--- src/rtl/dpram_port_arbiter.sv ---
// Arbiter between two cores and a shared dual-port data RAM: serialises same-address hazards with alternating priority.
// Optional conflict counter output enabled by defining ARB_CONFLICT_CNT_EN.
module dpram_port_arbiter #(
    parameter int ADDR_W = 10,
    parameter int DATA_W = 32
) (
    input  logic              clk,
    input  logic              reset,
    input  logic              a_en,
    input  logic              a_we,
    input  logic [ADDR_W-1:0] a_addr,
    input  logic [DATA_W-1:0] a_wdata,
    output logic              a_stall,
    output logic              a_rvalid,
    input  logic              b_en,
    input  logic              b_we,
    input  logic [ADDR_W-1:0] b_addr,
    input  logic [DATA_W-1:0] b_wdata,
    output logic              b_stall,
    output logic              b_rvalid,
    output logic              ram_ena,
    output logic              ram_enb,
    output logic              ram_wea,
    output logic              ram_web,
    output logic [ADDR_W-1:0] ram_addra,
    output logic [ADDR_W-1:0] ram_addrb,
    output logic [DATA_W-1:0] ram_dina,
    output logic [DATA_W-1:0] ram_dinb
`ifdef ARB_CONFLICT_CNT_EN
    ,
    output logic [15:0]       conflict_cnt
`endif
);

    typedef enum logic [1:0] {
        IDLE   = 2'd0,
        HOLD_A = 2'd1,
        HOLD_B = 2'd2
    } state_e;

    state_e              state_q, state_d;
    logic                prio_q, prio_d;
    logic                holdWe_q, holdWe_d;
    logic [ADDR_W-1:0]   holdAddr_q, holdAddr_d;
    logic [DATA_W-1:0]   holdData_q, holdData_d;
    logic                aRvalid_q, bRvalid_q;

    logic                liveConflict;
    logic                heldVsA;
    logic                heldVsB;
    logic                conflictSeen;

    // Hazard terms: live-vs-live in IDLE, and held-vs-live for the free port in HOLD
    assign liveConflict = a_en & b_en & (a_addr == b_addr) & (a_we | b_we);
    assign heldVsA      = a_en & (a_addr == holdAddr_q) & (holdWe_q | a_we);
    assign heldVsB      = b_en & (b_addr == holdAddr_q) & (holdWe_q | b_we);

    always_comb begin
        conflictSeen = 1'b0;
        case (state_q)
            IDLE:    conflictSeen = liveConflict;
            HOLD_A:  conflictSeen = heldVsB;
            HOLD_B:  conflictSeen = heldVsA;
            default: conflictSeen = 1'b0;
        endcase
    end

    always_ff @(posedge clk or posedge reset) begin
        if (reset) begin
            state_q    <= IDLE;
            prio_q     <= 1'b0;
            holdWe_q   <= 1'b0;
            holdAddr_q <= '0;
            holdData_q <= '0;
            aRvalid_q  <= 1'b0;
            bRvalid_q  <= 1'b0;
        end else begin
            state_q    <= state_d;
            prio_q     <= prio_d;
            holdWe_q   <= holdWe_d;
            holdAddr_q <= holdAddr_d;
            holdData_q <= holdData_d;
            aRvalid_q  <= ram_ena & ~ram_wea;
            bRvalid_q  <= ram_enb & ~ram_web;
        end
    end

    // The loser of any conflict is parked in the single hold register; only one port can be parked at a time
    always_comb begin
        state_d    = IDLE;
        prio_d     = prio_q;
        holdWe_d   = holdWe_q;
        holdAddr_d = holdAddr_q;
        holdData_d = holdData_q;
        case (state_q)
            IDLE: begin
                if (liveConflict) begin
                    prio_d = ~prio_q;
                    if (!prio_q) begin
                        state_d    = HOLD_B;
                        holdWe_d   = b_we;
                        holdAddr_d = b_addr;
                        holdData_d = b_wdata;
                    end else begin
                        state_d    = HOLD_A;
                        holdWe_d   = a_we;
                        holdAddr_d = a_addr;
                        holdData_d = a_wdata;
                    end
                end
            end
            HOLD_A: begin
                if (heldVsB) begin
                    prio_d     = ~prio_q;
                    state_d    = HOLD_B;
                    holdWe_d   = b_we;
                    holdAddr_d = b_addr;
                    holdData_d = b_wdata;
                end
            end
            HOLD_B: begin
                if (heldVsA) begin
                    prio_d     = ~prio_q;
                    state_d    = HOLD_A;
                    holdWe_d   = a_we;
                    holdAddr_d = a_addr;
                    holdData_d = a_wdata;
                end
            end
            default: state_d = IDLE;
        endcase
    end

    // Live requests pass straight through unless blocked; a held request always wins its cycle
    always_comb begin
        ram_ena   = a_en;
        ram_wea   = a_we;
        ram_addra = a_addr;
        ram_dina  = a_wdata;
        ram_enb   = b_en;
        ram_web   = b_we;
        ram_addrb = b_addr;
        ram_dinb  = b_wdata;
        a_stall   = 1'b0;
        b_stall   = 1'b0;
        case (state_q)
            IDLE: begin
                if (liveConflict) begin
                    if (!prio_q) begin
                        ram_enb = 1'b0;
                        ram_web = 1'b0;
                        b_stall = 1'b1;
                    end else begin
                        ram_ena = 1'b0;
                        ram_wea = 1'b0;
                        a_stall = 1'b1;
                    end
                end
            end
            HOLD_A: begin
                ram_ena   = 1'b1;
                ram_wea   = holdWe_q;
                ram_addra = holdAddr_q;
                ram_dina  = holdData_q;
                if (heldVsB) begin
                    ram_enb = 1'b0;
                    ram_web = 1'b0;
                    b_stall = 1'b1;
                end
            end
            HOLD_B: begin
                ram_enb   = 1'b1;
                ram_web   = holdWe_q;
                ram_addrb = holdAddr_q;
                ram_dinb  = holdData_q;
                if (heldVsA) begin
                    ram_ena = 1'b0;
                    ram_wea = 1'b0;
                    a_stall = 1'b1;
                end
            end
            default: begin
                ram_ena = 1'b0;
                ram_enb = 1'b0;
            end
        endcase
        if (reset) begin
            ram_ena = 1'b0;
            ram_wea = 1'b0;
            ram_enb = 1'b0;
            ram_web = 1'b0;
            a_stall = 1'b0;
            b_stall = 1'b0;
        end
    end

    assign a_rvalid = aRvalid_q;
    assign b_rvalid = bRvalid_q;

`ifdef ARB_CONFLICT_CNT_EN
    logic [15:0] conflictCnt_q, conflictCnt_d;

    always_comb begin
        conflictCnt_d = conflictCnt_q;
        if (conflictSeen && (conflictCnt_q != 16'hFFFF)) begin
            conflictCnt_d = conflictCnt_q + 16'd1;
        end
    end

    always_ff @(posedge clk or posedge reset) begin
        if (reset) begin
            conflictCnt_q <= 16'd0;
        end else begin
            conflictCnt_q <= conflictCnt_d;
        end
    end

    assign conflict_cnt = conflictCnt_q;
`else
    logic unusedConflict;
    assign unusedConflict = conflictSeen;
`endif

endmodule

--- config.mk ---
export PLATFORM = sky130hd
export DESIGN_NAME = dpram_port_arbiter
export DESIGN_NICKNAME = d
export VERILOG_FILES = /design/src/rtl/dpram_port_arbiter.sv
export SDC_FILE = /design/constraint.sdc
export NUM_CORES = 1
export LEC_CHECK = 0
export CORE_MARGIN = 10
export CORE_UTILIZATION = 46
export DETAILED_ROUTE_END_ITERATION = 12
export GPL_ROUTABILITY_DRIVEN = 0
export GPL_TIMING_DRIVEN = 0
export PLACE_DENSITY = 0.9
export SYNTH_ARGS = -nofsm -noshare
export SYNTH_HDL_FRONTEND = slang
export SYNTH_SLANG_ARGS = --single-unit
--- constraint.sdc ---
create_clock -name clk -period 2.9 [get_ports clk]
set_clock_uncertainty 0.1 [all_clocks]
set_input_delay 0.435 -clock clk [delete_from_list [all_inputs] [get_ports clk]]
set_output_delay 0.435 -clock clk [all_outputs]
set_load 0.1 [all_outputs]
# Word level (Yosys, flattened, before mapping)
# Cells that the tools add are included.
# word_totals
rom_bits,0
reg_bits,48
out_inout_bits,92
mem_bits_rw,0
in_bits,90
memories,0
wordCells,91
latch_bits,0
# op_classes
n_div,0
addsub,0
n_mux,58
order_cmp,0
reduce_logical,3
n_shift,0
n_mul,0
n_bitwise,15
eq_ne,8
# op_table
cell,count
$mux 32,6
$pmux 32 s3,1
$mux 10,6
$mux 1,32
$eq 10x10->1,3
$pmux 10 s3,1
$pmux 1 s3,6
$and 1x1->1,9
$mux 2,3
$ne 2x2->1 const B,3
$pmux 2 s3,1
$pmux 1 s2,2
$reduce_and 4->1,1
$not 1->1,3
$or 1x1->1,3
$reduce_bool 3->1,1
$eq 2x1->1 const B,1
$eq 2x2->1 const B,1
$logic_not 2->1,1

# Depth between registers and ports, before layout
# depth
word_depth,8
depth_mapped,9
depth_no_buf,7

# Worst setup path before layout
# Ideal clock, no wire load.
# synth_path
path_kind,reg-to-output
startpoint,register state_q[0]
endpoint,output ram_web
required_time_ns,2.365
n_path_buf,2
stages_incl_launch_ff,8
path_slack_ns,-1.212
arrival_ns,3.577
path_cell_list,dfrtp_1 > inv_1 > ha_1 > clkbuf_1 > buf_1 > a21oi_1 > o221a_2 > a211oi_1
# synth_via
elab_chain_len,3
elab_cells_between_ends,5
cone_classes,2 x eq/ne; 2 x mux; 1 x reduce/logical
# synth_rtl
element,line,text
start: declaration,41,"state_e state_q, state_d;"
start signal: assignment,78,state_q <= state_d;
"$eq 2x2->1, or another cell as far along",-,
$pmux 1 s3 *,146,case (state_q)
$mux 1 *,187,if (reset) begin
end: declaration,24,"output logic ram_web,"
# Every way passes the cells marked *; elsewhere a longest branch is shown, timed or not.

# Final worst setup path
# layout_path
startpoint,input b_we
endpoint,output ram_ena
# layout_via
elab_chain_len,5
# layout_rtl
element,line,text
start: declaration,16,"input logic b_we,"
$or 1x1->1,54,assign liveConflict = a_en & b_en & (a_addr == b_addr) & (a_we | b_we);
$and 1x1->1,54,
$mux 1,148,if (liveConflict) begin
$pmux 1 s3,146,
$mux 1,187,
end: declaration,21,"output logic ram_ena,"
# Every way passes these cells.

==> flow_summary_export.csv <==
group,metric,value,unit
timing,tns,-0.003380,ns
cts,cts_buffers,5,
flow_run,drv_cap,0,
grt,busiest_layer,"met2",
logic_synthesis,yosys_warnings,0,
cts,cts_tree,"yes",
logic_synthesis,synth_cells,493,
route,finalWirelength,19410,um
pwr,ir_drop,0.2002,mV
placed_design,detailed_place_hpwl,13530,um
cts,clk-insertion-delay-late,0.30,ns
cells_and_area,fin_nets,784,
run_status,status,"finished, violations left",
floorplan,core_area,0.01028,mm^2
cts,clock_path_buffers,2,
worst_hold_path,hold_start,"a_en",
grt,grt_pass1_vias,5545,
logic_synthesis,synth_cell_types,37,
route,drt_first_iter_violations,465,
route,drcViolationCount,0,
logic_synthesis,syn_avg_cell_area,9.763,um^2
cells_and_area,area_delta_synth_final,42.42,%
floorplan,die_w,122.3,um
cts,ctsHtreeMaxLevel,2,
setup_path,cp_max_fo,4,
timing,rsz0062_at_grt,"true",
pwr,leakage,2.983,nW
logic_synthesis,synthArstFlopShare,1.000,
cells_and_area,design_area,0.006855,mm^2
logic_synthesis,ys_ff_latch,48,
setup_path,critPathLaunch,"b_we",
cells_and_area,diodes,0,
cells_and_area,final_util,0.6670,
setup_path,critPathRequiredTime,2.37,ns
setup_path,r2r-start,"state_q[0]",
route,vias,5179,
grt,grt_use_met2,0.4374,
setup_path,end_kind,"primary output",
cells_and_area,final-seq-area,0.001201,mm^2
worst_hold_path,hold_path_depth,3,
grt,met1_usage,0.2691,
timing,finalSetupViolCount,1,
pwr,fin_total_pwr,2.165,mW
grt,antenna_found_initial,0,
floorplan,fp.dieH,122.3,um
timing,timing.final.ws_setup,-0.003380,ns
logic_synthesis,synthFlopType,"dfrtp_1",
pwr,pwr_density_cell,315.8,mW/mm^2
cells_and_area,multiInputGateArea,0.003586,mm^2
setup_path,crit_path_start_kind,"primary input",
timing,worstMarginPinSlew,0.9702,ns
setup_path,reg2reg_depth,7,
cts,ctsHoldBuffers,0,
cells_and_area,layout-drive-gt1-share,0.4240,
floorplan,die_area,0.01495,mm^2
timing,maxSlewViolCount,0,
grt,grt_start_max_net_pins,27,
setup_path,path_class,"in2out",
floorplan,initial_utilization,0.4683,
grt,grt.met3_usage,0.06015,
cells_and_area,fillerInstances,848,
timing,fmax,0.3444,GHz
floorplan,ios,182,
run_status,violations,"negative setup slack",
timing,finalCritPeriodShare,1.001,
cts,clkTransAtPathRegs,0.10,ns
logic_synthesis,synth.yosys.seq_area_share,0.2495,
placed_design,place_ws,-1.335,ns
cts,root_buffer,"clkbuf_8",
logic_synthesis,synth_fp_nets,587,
route,via_per_inst,6.262,
grt,gr-total-overflow,0,
placed_design,dpl-instance-area,0.006823,mm^2
placed_design,io_buffers,181,
floorplan,rows,37,
grt,grt_pass1_wl,29860,um
logic_synthesis,synth_edf_count,0,
worst_hold_path,hp-class,"in2reg",
setup_path,crit_arrival,2.37,ns
logic_synthesis,synth_area,0.004813,mm^2
grt,grt_usage,0.2448,
route,ant_nets,0,
timing,min_period,2.903,ns
timing,hold_viol_final,0,
cts,cts_sinks,48,
route,dr.pass1.iters,5,
timing,max_slew_margin,0.3512,
route,wl_per_cell,23.47,um
==> layer usage <==
layer  up-vias  routed length, um  share of wire
li1       2262                  -              -
met1      2505               6907           0.36
met2       324              10010           0.52
met3        88               1599          0.082
met4         0                894          0.046
met5         -                  0              0
==> cells in the mapped netlist (4+ instances only) <==
library cell,count,share of area
mux2_2,88,0.21
xnor2_1,28,0.051
nor4_1,4,0.0052
nand3_1,7,0.0073
nor2b_1,42,0.055
a21oi_1,42,0.044
buf_1,6,0.0047
nand4_1,6,0.0078
a211oi_1,43,0.067
inv_1,7,0.0055
nor2_1,4,0.0031
dfrtp_1,48,0.25
clkbuf_1,35,0.027
nand2_1,16,0.012
ha_1,4,0.010
buf_6,4,0.0094
mux2_4,39,0.12
a22oi_1,41,0.064
==> flip-flops by register name (all words and copies together) (netlist names) <==
signal / flops
holdData_q: 32
prio_q: 1
a_rvalid: 1
b_rvalid: 1
holdWe_q: 1
state_q: 2
holdAddr_q: 10
==> power by group <==
| group | switching (mW) | internal [mW] |
|---|---|---|
| registers | 0.0165 | 0.683 |
| clock network | 0.233 | 0.195 |
| logic | 0.731 | 0.305 |
==> area by class of cell <==
type	instances	area share
Clock buffer	8	0.01314
Timing Repair Buffer	191	0.2252
Inverter	7	0.004380
Buffer	42	0.03231
Tap cell	136	0.02482
Multi-Input combinational cell	393	0.5231
Timing Repair inverter	2	0.001825
Sequential cell	48	0.1752
==> cells in the final DEF, fill, tap and decap left out, drive strengths merged, types with 9 or more instances in the layout <==
master         instances
a211oi                43
a21oi                 42
a22oi                 41
buf                   92
clkbuf                52
clkdlybuf4s15         15
clkdlybuf4s50         67
dfrtp                 48
dlygate4sd2            9
mux2                 127
nand2                 16
nor2b                 42
xnor2                 28
==> stage by stage <==
stage          std cells  hold WS, ns
6_report             827       0.4304
5_1_grt              827       0.4322
4_1_cts              826       0.4390
3_5_place_dp         810       0.4130
3_3_place_gp         810       0.4093
2_1_floorplan        493       0.3800
==> cell families (layout without fill, tap and decap cells) <==
kind of cell,after synthesis,count (layout),synth area share
buffers and inverters,52,250,0.04679
adders and majority gates,4,4,0.01040
xor gates and xnor gates,31,31,0.05641
AOI/OAI and AO/OA,145,145,0.2085
DFF,48,48,0.2495
and+or+nand+nor,86,86,0.1009
muxes,127,127,0.3275
==> path summary, 6_finish.rpt <==
check	end	slack, ns
min in group asynchronous	prio_q	0.72
max	ram_ena	-0.003
min reg2reg	holdData_q[7]	0.44
max in group asynchronous	holdData_q[21]	1.50
max reg2reg	holdAddr_q[0]	0.28
min	a_rvalid	0.43
==> worst max-delay path: stages <==
cell             delay [ns]
clkdlybuf4s15_1        0.28
o211ai_1               0.15
or4_4                  0.58
o41ai_4                0.44
or2_4                  0.20
nand3_2                0.08
buf_12                 0.18
==> repair_timing <==
action | 4_1_cts | 5_1_grt
gates resized for setup | 414 | 118
hold endpoints to repair | 0 | 0
pin swaps | 8 | 8
gates cloned | 2 | 0
buffers inserted | 8 | 2
setup endpoints to repair | 129 | 116
Note: power is estimated with default switching activity, not from simulation.
